File: src/rtl/pattern_player_pkg.sv
// Shared types and constants for the pattern player and its pipe-in prefetcher.
package pattern_player_pkg;

    localparam int unsigned PIPE_W        = 16;
    localparam int unsigned CNT_W_DEFAULT = 16;
    localparam int unsigned TERM_CNT      = 0;

    // Position of each word within a (pattern, hold-count) entry.
    localparam logic WORD_PAT = 1'b0;
    localparam logic WORD_CNT = 1'b1;

    typedef enum logic [1:0] {
        StIdle,
        StRun,
        StWait
    } state_e;

endpackage

File: src/rtl/pattern_player_prefetch.sv
// Pipe-in FIFO reader: fetches one (pattern, count) entry ahead into a staging register.
module pattern_prefetch
    import pattern_player_pkg::*;
#(
    parameter int unsigned CNT_W = CNT_W_DEFAULT
) (
    input  logic              ep_clk,
    input  logic              ep_reset_n,
    input  logic              busy,
    input  logic              consume,
    input  logic              flush,
    input  logic              fifo_empty,
    output logic              fifo_rd,
    input  logic [PIPE_W-1:0] fifo_data,
    output logic [PIPE_W-1:0] stg_pat,
    output logic [CNT_W-1:0]  stg_cnt,
    output logic              stg_full,
    output logic              cnt_arriving
);

    logic [1:0]        rd_cnt_q;
    logic [1:0]        rd_base;
    logic              pend_q;
    logic              pend_idx_q;
    logic              term_q;
    logic              stg_full_q;
    logic [PIPE_W-1:0] stg_pat_q;
    logic [CNT_W-1:0]  stg_cnt_q;

    // A consume this cycle frees the staging slot, so the next entry's first read
    // may overlap it; that is what keeps two-cycle entries gapless.
    always_comb begin
        rd_base = consume ? 2'd0 : rd_cnt_q;
        fifo_rd = busy && !flush && !fifo_empty && !term_q &&
                  (consume || (!stg_full_q && (rd_cnt_q < 2'd2)));
    end

    always_ff @(posedge ep_clk or negedge ep_reset_n) begin
        if (!ep_reset_n) begin
            rd_cnt_q   <= 2'd0;
            pend_q     <= 1'b0;
            pend_idx_q <= WORD_PAT;
            term_q     <= 1'b0;
            stg_full_q <= 1'b0;
            stg_pat_q  <= '0;
            stg_cnt_q  <= '0;
        end else if (flush) begin
            rd_cnt_q   <= 2'd0;
            pend_q     <= 1'b0;
            term_q     <= 1'b0;
            stg_full_q <= 1'b0;
        end else begin
            rd_cnt_q   <= rd_base + {1'b0, fifo_rd};
            pend_q     <= fifo_rd;
            pend_idx_q <= rd_base[0];
            if (pend_q && (pend_idx_q == WORD_PAT)) begin
                stg_pat_q <= fifo_data;
            end
            if (pend_q && (pend_idx_q == WORD_CNT)) begin
                // A count taken straight off the bus by the player never occupies staging.
                stg_cnt_q  <= fifo_data[CNT_W-1:0];
                stg_full_q <= !consume;
                term_q     <= (fifo_data[CNT_W-1:0] == CNT_W'(TERM_CNT));
            end else if (consume) begin
                stg_full_q <= 1'b0;
            end
        end
    end

    assign stg_pat      = stg_pat_q;
    assign stg_cnt      = stg_cnt_q;
    assign stg_full     = stg_full_q;
    assign cnt_arriving = pend_q && (pend_idx_q == WORD_CNT);

endmodule

File: src/rtl/pattern_player.sv
// Replays (pattern, hold-count) entries from the pipe-in FIFO onto 16 output lines.
module pattern_player
    import pattern_player_pkg::*;
#(
    parameter logic [PIPE_W-1:0] IDLE_PATTERN = 16'h0000,
    parameter int unsigned       CNT_W        = CNT_W_DEFAULT
) (
    input  logic              ep_clk,
    input  logic              ep_reset_n,
    input  logic              start,
    input  logic              abort,
    input  logic              fifo_empty,
    output logic              fifo_rd,
    input  logic [PIPE_W-1:0] fifo_data,
    output logic [PIPE_W-1:0] pat_out,
    output logic              busy,
    output logic              done,
    output logic              underrun,
    output logic [15:0]       entry_cnt
);

    state_e            state_q, state_d;
    logic [CNT_W-1:0]  cur_cnt_q, cur_cnt_d;
    logic [PIPE_W-1:0] pat_q, pat_d;
    logic              done_q, done_d;
    logic              underrun_q, underrun_d;
    logic [15:0]       entry_cnt_q, entry_cnt_d;

    logic              consume;
    logic              flush;
    logic              load;
    logic              expire;
    logic [PIPE_W-1:0] stg_pat;
    logic [CNT_W-1:0]  stg_cnt;
    logic [CNT_W-1:0]  ld_cnt;
    logic              stg_full;
    logic              cnt_arriving;

    pattern_prefetch #(
        .CNT_W (CNT_W)
    ) u_prefetch (
        .ep_clk       (ep_clk),
        .ep_reset_n   (ep_reset_n),
        .busy         (busy),
        .consume      (consume),
        .flush        (flush),
        .fifo_empty   (fifo_empty),
        .fifo_rd      (fifo_rd),
        .fifo_data    (fifo_data),
        .stg_pat      (stg_pat),
        .stg_cnt      (stg_cnt),
        .stg_full     (stg_full),
        .cnt_arriving (cnt_arriving)
    );

    always_comb begin
        state_d     = state_q;
        cur_cnt_d   = cur_cnt_q;
        pat_d       = pat_q;
        done_d      = 1'b0;
        underrun_d  = underrun_q;
        entry_cnt_d = entry_cnt_q;
        load        = 1'b0;
        ld_cnt      = stg_cnt;
        consume     = 1'b0;
        flush       = 1'b0;
        expire      = (cur_cnt_q == CNT_W'(1));

        if (abort) begin
            flush     = 1'b1;
            state_d   = StIdle;
            pat_d     = IDLE_PATTERN;
            cur_cnt_d = '0;
        end else begin
            case (state_q)
                StIdle: begin
                    if (start) begin
                        state_d     = StRun;
                        underrun_d  = 1'b0;
                        entry_cnt_d = 16'd0;
                        cur_cnt_d   = '0;
                    end
                end
                StRun: begin
                    // cur_cnt == 0 means no entry has started since start.
                    if ((cur_cnt_q == '0) || expire) begin
                        if (stg_full) begin
                            load = 1'b1;
                        end else if (expire && cnt_arriving) begin
                            load   = 1'b1;
                            ld_cnt = fifo_data[CNT_W-1:0];
                        end else if (expire) begin
                            state_d    = StWait;
                            underrun_d = 1'b1;
                            cur_cnt_d  = '0;
                        end
                    end else begin
                        cur_cnt_d = cur_cnt_q - CNT_W'(1);
                    end
                end
                StWait: begin
                    if (stg_full) begin
                        load = 1'b1;
                    end
                end
                default: state_d = StIdle;
            endcase

            if (load) begin
                consume = 1'b1;
                if (ld_cnt == CNT_W'(TERM_CNT)) begin
                    flush     = 1'b1;
                    state_d   = StIdle;
                    pat_d     = IDLE_PATTERN;
                    cur_cnt_d = '0;
                    done_d    = 1'b1;
                end else begin
                    state_d     = StRun;
                    pat_d       = stg_pat;
                    cur_cnt_d   = ld_cnt;
                    entry_cnt_d = (entry_cnt_q == 16'hFFFF) ? entry_cnt_q : entry_cnt_q + 16'd1;
                end
            end
        end
    end

    always_ff @(posedge ep_clk or negedge ep_reset_n) begin
        if (!ep_reset_n) begin
            state_q     <= StIdle;
            cur_cnt_q   <= '0;
            pat_q       <= IDLE_PATTERN;
            done_q      <= 1'b0;
            underrun_q  <= 1'b0;
            entry_cnt_q <= 16'd0;
        end else begin
            state_q     <= state_d;
            cur_cnt_q   <= cur_cnt_d;
            pat_q       <= pat_d;
            done_q      <= done_d;
            underrun_q  <= underrun_d;
            entry_cnt_q <= entry_cnt_d;
        end
    end

    assign pat_out   = pat_q;
    assign busy      = (state_q != StIdle);
    assign done      = done_q;
    assign underrun  = underrun_q;
    assign entry_cnt = entry_cnt_q;

endmodule
File: config.mk
export PLATFORM = sky130hd
export DESIGN_NAME = pattern_player
export DESIGN_NICKNAME = d
export VERILOG_FILES = /design/src/rtl/pattern_player_pkg.sv /design/src/rtl/pattern_player_prefetch.sv /design/src/rtl/pattern_player.sv
export SDC_FILE = /design/constraint.sdc
export NUM_CORES = 1
export LEC_CHECK = 0
export ABC_AREA = 1
export ABC_CLOCK_PERIOD_IN_PS = 2700
export BUFFER_PORTS_ARGS = -buffer_cell sky130_fd_sc_hd__buf_2
export CORE_MARGIN = 2
export CORE_UTILIZATION = 54
export CTS_CLUSTER_DIAMETER = 30
export DETAILED_ROUTE_END_ITERATION = 8
export GPL_TIMING_DRIVEN = 0
export PLACE_DENSITY = 0.85
export SYNTH_ARGS = -nofsm -noshare
export SYNTH_HDL_FRONTEND = slang
export SYNTH_HIERARCHICAL = 1
export SYNTH_SLANG_ARGS = --single-unit
File: constraint.sdc
create_clock -name ep_clk -period 2.7 [get_ports ep_clk]
set_clock_uncertainty 0.05 [all_clocks]
set_input_delay 0.54 -clock ep_clk [delete_from_list [all_inputs] [get_ports ep_clk]]
set_output_delay 0.54 -clock ep_clk [all_outputs]
set_load 0.02 [all_outputs]
# After elaboration in Yosys (flattened, before gate mapping)
# Index checks and enable logic that the tools add are counted.
# word_totals
register_bits	90
inputBits	21
# classes
n_addsub	3
n_lt_le_gt_ge	1
eq_ne	19
muxes	57
bitwise	3
reduce_logical	31
# ops
cell	n
2-to-1 mux 16 bit	21
zero test 16 bit	3
one-hot mux 16 bit (2 select lines)	1
2-to-1 mux 1 bit	23
!= test 4 bit, second input constant	5
2-to-1 mux 2 bit	9
adder 16 x 1 -> 16 bit, second input constant	1
equality test 16 x 1 -> 1 bit, second input constant	1
equality test 16 bit, second input constant	1
subtractor 16 x 1 -> 16 bit, second input constant	1
!= test 5 bit, second input constant	3
!= test 2 bit, second input constant	5
logical AND 1 bit	8
nonzero test 2 bit	4
AND reduction 7 bit	1
!= test 3 bit, second input constant	2
one-hot mux 2 bit (3 select lines)	1
AND reduction 2 bit	3
AND reduction 6 bit	1
zero test 1 bit	5
AND reduction 5 bit	1
one-hot mux 1 bit (2 select lines)	2
nonzero test 4 bit	1
NOT 1 bit	3
other kinds (7)	8

# Depth between registers and ports, before layout
# logic_depth
ltp_word	18
depth_mapped	20

# Hierarchy
# The synthesis kept the hierarchy.
# by_module_without_submodules
mod	instances	cells_each	area_each_um2	seq_area_each_um2
pattern_player	1	513	3744.8	1301.2
pattern_prefetch	1	165	1674.1	950.9

# Least setup slack after synthesis
# Ideal clock, no wire load.
# synth_path
path_kind	flip-flop to flip-flop
startpoint	reg cur_cnt_q[1]
endpoint	reg u_prefetch.rd_cnt_q[1]
setup_time_ns	0.123
arrival_ns	3.248
required_time_ns	2.527
setup_slack_ns	-0.720
path_stages_with_launch	19
path_cell_list	dfrtp_1 -> inv_1 -> ha_1 -> nand2_2 -> nor2_4 -> nand2_4 -> nand2_1 -> inv_2 -> o22ai_1 -> nand2_1 -> nor2_2 -> buf_2 -> inv_1 -> nand2_1 -> nand2_1 -> nor4_1 -> ha_1 -> xor2_1 -> nor2_1
# synth_via
elab_cells_between_ends	29
cone_classes	add/sub (1); eq/ne (1); mux (17); reduce/logical (10)
# synth_lines
item	line_no	rtl
start: declaration	pattern_player.sv:23	logic [CNT_W-1:0] cur_cnt_q, cur_cnt_d;
start signal: assignment	pattern_player.sv:137	cur_cnt_q <= cur_cnt_d;
equality test 16 x 1 -> 1 bit	pattern_player.sv:67	expire = (cur_cnt_q == CNT_W'(1));
logical AND 1 bit	pattern_player.sv:89	end else if (expire && cnt_arriving) begin
2-to-1 mux 1 bit	pattern_player.sv:89	
2-to-1 mux 1 bit	pattern_player.sv:87	if (stg_full) begin
2-to-1 mux 1 bit (*)	pattern_player.sv:86	if ((cur_cnt_q == '0) || expire) begin
one-hot mux 1 bit (2 select lines) (*)	pattern_player.sv:75	case (state_q)
2-to-1 mux 1 bit (*)	pattern_player.sv:69	if (abort) begin
2-to-1 mux 1 bit (*)	pattern_player.sv:109	if (load) begin
2-to-1 mux 1 bit (*)	pattern_player.sv:69	
net consume	pattern_player.sv:29	logic consume;
logical OR 1 bit (*)	pattern_player_prefetch.sv:35	(consume || (!stg_full_q && (rd_cnt_q < 2'd2)));
logical AND 1 bit (*)	pattern_player_prefetch.sv:34	fifo_rd = busy && !flush && !fifo_empty && !term_q &&
net fifo_rd	pattern_player.sv:13	output logic fifo_rd,
adder 2 x 1 -> 2 bit (*)	pattern_player_prefetch.sv:53	rd_cnt_q <= rd_base + {1'b0, fifo_rd};
2-to-1 mux 2 bit (*)	pattern_player_prefetch.sv:47	end else if (flush) begin
end signal: assignment	pattern_player_prefetch.sv:53	
end: declaration	pattern_player_prefetch.sv:21	logic [1:0] rd_cnt_q;
# The timed path passes the listed nets; every way through them passes the cells marked *. The select of a mux whose other input is x is not followed.
# A chain may end at the register's enable or synchronous reset.

# Final worst setup path
# layout_path
startpoint	reg cur_cnt_q[12]
endpoint	out fifo_rd
# layout_via
elab_cells_between_ends	26
cone_classes	eq/ne (1); mux (15); reduce/logical (10)
# layout_lines
item	line_no
equality test 16 x 1 -> 1 bit	pattern_player.sv:67
logical AND 1 bit	pattern_player.sv:89
2-to-1 mux 1 bit	pattern_player.sv:89
2-to-1 mux 1 bit	pattern_player.sv:87
2-to-1 mux 1 bit (*)	pattern_player.sv:86
one-hot mux 1 bit (2 select lines) (*)	pattern_player.sv:75
2-to-1 mux 1 bit (*)	pattern_player.sv:69
2-to-1 mux 1 bit (*)	pattern_player.sv:109
2-to-1 mux 1 bit (*)	pattern_player.sv:69
net consume	pattern_player.sv:29
logical OR 1 bit (*)	pattern_player_prefetch.sv:35
logical AND 1 bit (*)	pattern_player_prefetch.sv:34
end: declaration	pattern_player.sv:13
# Marked as above.

==> key figures <==
Outcome
  – Failing checks: hold timing, setup timing
  – Status: finished with violations

Clock tree
  – Root cell of the clock tree: clkbuf_8
  – Clk sinks: 90
  – Longest Clk Path Bufs: 2
  – Hold buffers post-CTS: 0
  – CTS tree: built
  – # H-tree levels: 3
  – Reg clk slew, reported paths: roughly 0.11 ns
  – Cts bufs inserted: 9
  – Clock latency on the worst-skew pair: ~0.38 ns

Critical path
  – Reg2reg end: cur_cnt_q[11]
  – Setup crit start kind: flip-flop
  – Reg2reg start: cur_cnt_q[12]
  – CP arrival: 2.93 ns
  – Crit. End Element: output pin
  – R2r setup slk: -0.36 ns
  – Critical path class: flip-flop to output pin
  – FF-to-FF path depth: 20
  – Worst EP required: 2.11 ns
  – Crit Path Max Fanout: 4

Logic synthesis
  – #FFs+latches synth: 90
  – Post-synth EDFFs: 0
  – Yosys top cell by area: dfrtp_1
  – Synth Cell Area: between 5000 and 6000 um2
  – Mapped Cells: between 600 and 700
  – Share of the synthesized area in the top cell type: 0.4156
  – Synth Net Count: slightly above 700
  – Most frequent cell after synthesis: nand2_1
  – Synth top area cells: dfrtp_1 (42%), nand2_1 (14%), nand3_1 (7.8%)
  – Yosys warning count: 6
  – Primary FF master, synth: dfrtp_1
  – Async set-reset flop share out of synthesis: 1.000
  – Distinct cells, synth: 40
  – Register area share after synthesis: 0.4156
  – Synth top cells by count: nand2_1 (196), dfrtp_1 (90), nand3_1 (84), inv_1 (46), nor2_1 (35)
  – Syn avg cell area: about 8 um2

Routing
  – DR DRC count: 0
  – TritonRoute pass-1 iters: 8
  – Routed Antenna Nets: 0
  – DR iter-0 viols: about 680
  – Via Count: between 6,000 and 7,000
  – Drt wl/cell: ~21 um
  – DRT Wirelength: 20,500 um
  – Vias/cell: ~6.4

Layout
  – Design area: between 7000 and 8000 um2
  – Layout cells sized above 1: 0.4329
  – Post-Layout Cell Count: 960
  – Core Util, Final: 0.7777
  – Nets@finish: approximately 850
  – Layout area overhead: 40.27%
  – FILL cells: between 500 and 600
  – # diodes: 0

Die
  – Starting density of the core: 0.5544
  – Core area: between 9000 and 10,000 um2
  – Die Y: between 100 and 150 um
  – Number of top-level pins: 57
  – FP Rows: 36
  – Die ar.: roughly 11,000 um2
  – DIE WIDTH: ~100 um

STA
  – Fmax: ~0.28 GHz
  – Slew HR: 0.5911
  – Final hold viol count: 3
  – Pins Over Slew Limit: 0
  – RSZ-0062 raised after global routing: yes
  – Fin Hold WS: -0.003297 ns
  – Worst-Margin Slew: roughly 0.6 ns
  – Fin crit share: 1.304
  – Setup violations, final: 81
  – Min Clock Period, post-route: around 3.5 ns
  – Worst setup margin: -0.8217 ns

Power
  – Sequential share of power: 0.265
  – Switch share: 0.4728
  – Leakage: around 3.9 nW
  – Pwr/cell area: around 940 nW/um2
  – Switching pwr: 0.003378 W
  – Largest vdd supply drop: a little under 0.6 mV
  – Internal power: 0.003766 W
  – Combinational Power Share: 0.592
  – Clock power frac: 0.142

GRT
  – Number of global-route vias before repair: between 5,000 and 6,000
  – GRT Residual Overflow: 0
  – Number of antenna violations at the first check in global routing: 0
  – Largest net degree at the start of global routing: 68
  – GRT Util Overall: 0.2932
  – Global-route wire length before repair: between 20,000 and 30,000 um

Placement
  – Placed cells: between 800 and 900
  – Port bufs: between 50 and 60
  – Post-DP HPWL: between 9000 and 10,000 um
  – Gpl congestion: ~0.93
  – Area post-placement: 5974 um2

Job
  – Max-Cap Viols: 0

Worst hold path
  – Class of the most critical hold timing path: input port to asynchronous set/reset pin
[final cells by class]
class / count / area (um2) / area share
clock buffers: 9 / 123.9 / 0.01630
clock inverters: 7 / 85.08 / 0.01119
multi-input cells: 502 / 3253 / 0.4280
well taps: 133 / 166.4 / 0.02189
inverters: 55 / 232.7 / 0.03062
plain buffers: 31 / 314.1 / 0.04132
flip-flops and latches: 90 / 2256 / 0.2968
repair buffers: 133 / 1170 / 0.1539
[logic make-up (layout without fill, tap and decap cells)]
logic type,after synthesis,count (layout),share of synthesized area
compound gates,88,88,0.1152
xor+xnor,25,25,0.04041
fa+ha+maj,9,9,0.02078
buf+inv,86,235,0.07874
flops,90,90,0.4156
simple gates,380,380,0.3293
[per-stage QoR]
step	TNS, ns	hold slack [ns]	setup WS, ns	total power (W)
floorplan	-0.4324	0.1944	-0.1584	0.003840
global placement	-4.002	0.4119	-0.6122	0.004347
detailed placement	-6.450	0.4103	-0.6317	0.004434
CTS	-2.654	0.01141	-0.5121	0.005837
global route	-21.67	0.01585	-0.8758	0.007377
finish	-16.27	-0.003297	-0.8217	0.007144
[critical path, cell delays in order, from the launching register on]
cell and delay (ns):
dfrtp_1 0.42, nor2_2 0.18, nand2_2 0.10, nor2_4 0.19, nand4_1 0.24, nand2_4 0.16
inv_4 0.06, o22ai_4 0.15, nand2_2 0.13, nor2_4 0.15, buf_8 0.15, inv_8 0.04
nand2_4 0.06, nand2_4 0.06, nor4_4 0.28, buf_4 0.19
[state kept, by name, indices dropped and copies added, names as in the netlist]
name	cells
u_prefetch/stg_cnt	16
underrun	1
u_prefetch/pend_q	1
u_prefetch/term_q	1
pat_out	16
u_prefetch/rd_cnt_q	2
u_prefetch/stg_pat	16
u_prefetch/pend_idx_q	1
state_q	2
cur_cnt_q	16
done	1
entry_cnt	16
u_prefetch/stg_full	1
[worst max-delay path by stage]
stage / startpoint / endpoint / slack (ns) / cells after the start
CTS: cur_cnt_q[13] / fifo_rd / -0.51 / 15
global placement: cur_cnt_q[8] / fifo_rd / -0.61 / 17
finish: cur_cnt_q[12] / fifo_rd / -0.82 / 15
floorplan: cur_cnt_q[8] / fifo_rd / -0.16 / 14
global route: cur_cnt_q[12] / fifo_rd / -0.88 / 15
detailed placement: cur_cnt_q[8] / fifo_rd / -0.63 / 17
[per-layer routing]
layer  GRT usage  up-vias  share of wire
li1            -     2507              -
met3     0.07393      175           0.11
met4      0.1023        0          0.076
met1      0.3532     2857           0.33
met2      0.5103      573           0.48
met5           0        -              0
[power groups by stage]
| stage | logic [W] | registers, W | clock network, W |
|---|---|---|---|
| 5_1_grt | 0.00441 | 0.00191 | 0.00105 |
| 3_5_place_dp | 0.00260 | 0.00183 | 0 |
| 6_report | 0.00423 | 0.00190 | 0.00102 |
| 3_3_place_gp | 0.00253 | 0.00182 | 0 |
| 2_1_floorplan | 0.00205 | 0.00179 | 0 |
| 4_1_cts | 0.00305 | 0.00179 | 0.000993 |
[placed cells by master, fill, tap and decap left out, drive strengths merged, types with 2 or more instances in the layout]
cell / instances
a21oi: 2
buf: 143
clkbuf: 30
clkinv: 5
clkinvlp: 2
dfrtp: 90
ha: 9
inv: 54
nand2: 224
nand3: 86
nand4: 7
nor2: 50
nor3: 7
nor3b: 2
nor4: 2
o211ai: 12
o21ai: 56
o22ai: 2
o31ai: 12
or2: 2
xnor2: 7
xor2: 18
[what timing repair did]
item | in CTS | in global routing
resized for setup | 42 | 149
endpoints found under the hold margin | 0 | 0
pin swaps | 28 | 40
endpoints found under the setup margin | 37 | 72
buffers inserted | 42 | 24
cloned | 2 | 11
Note: power is estimated with default switching activity, not from simulation.
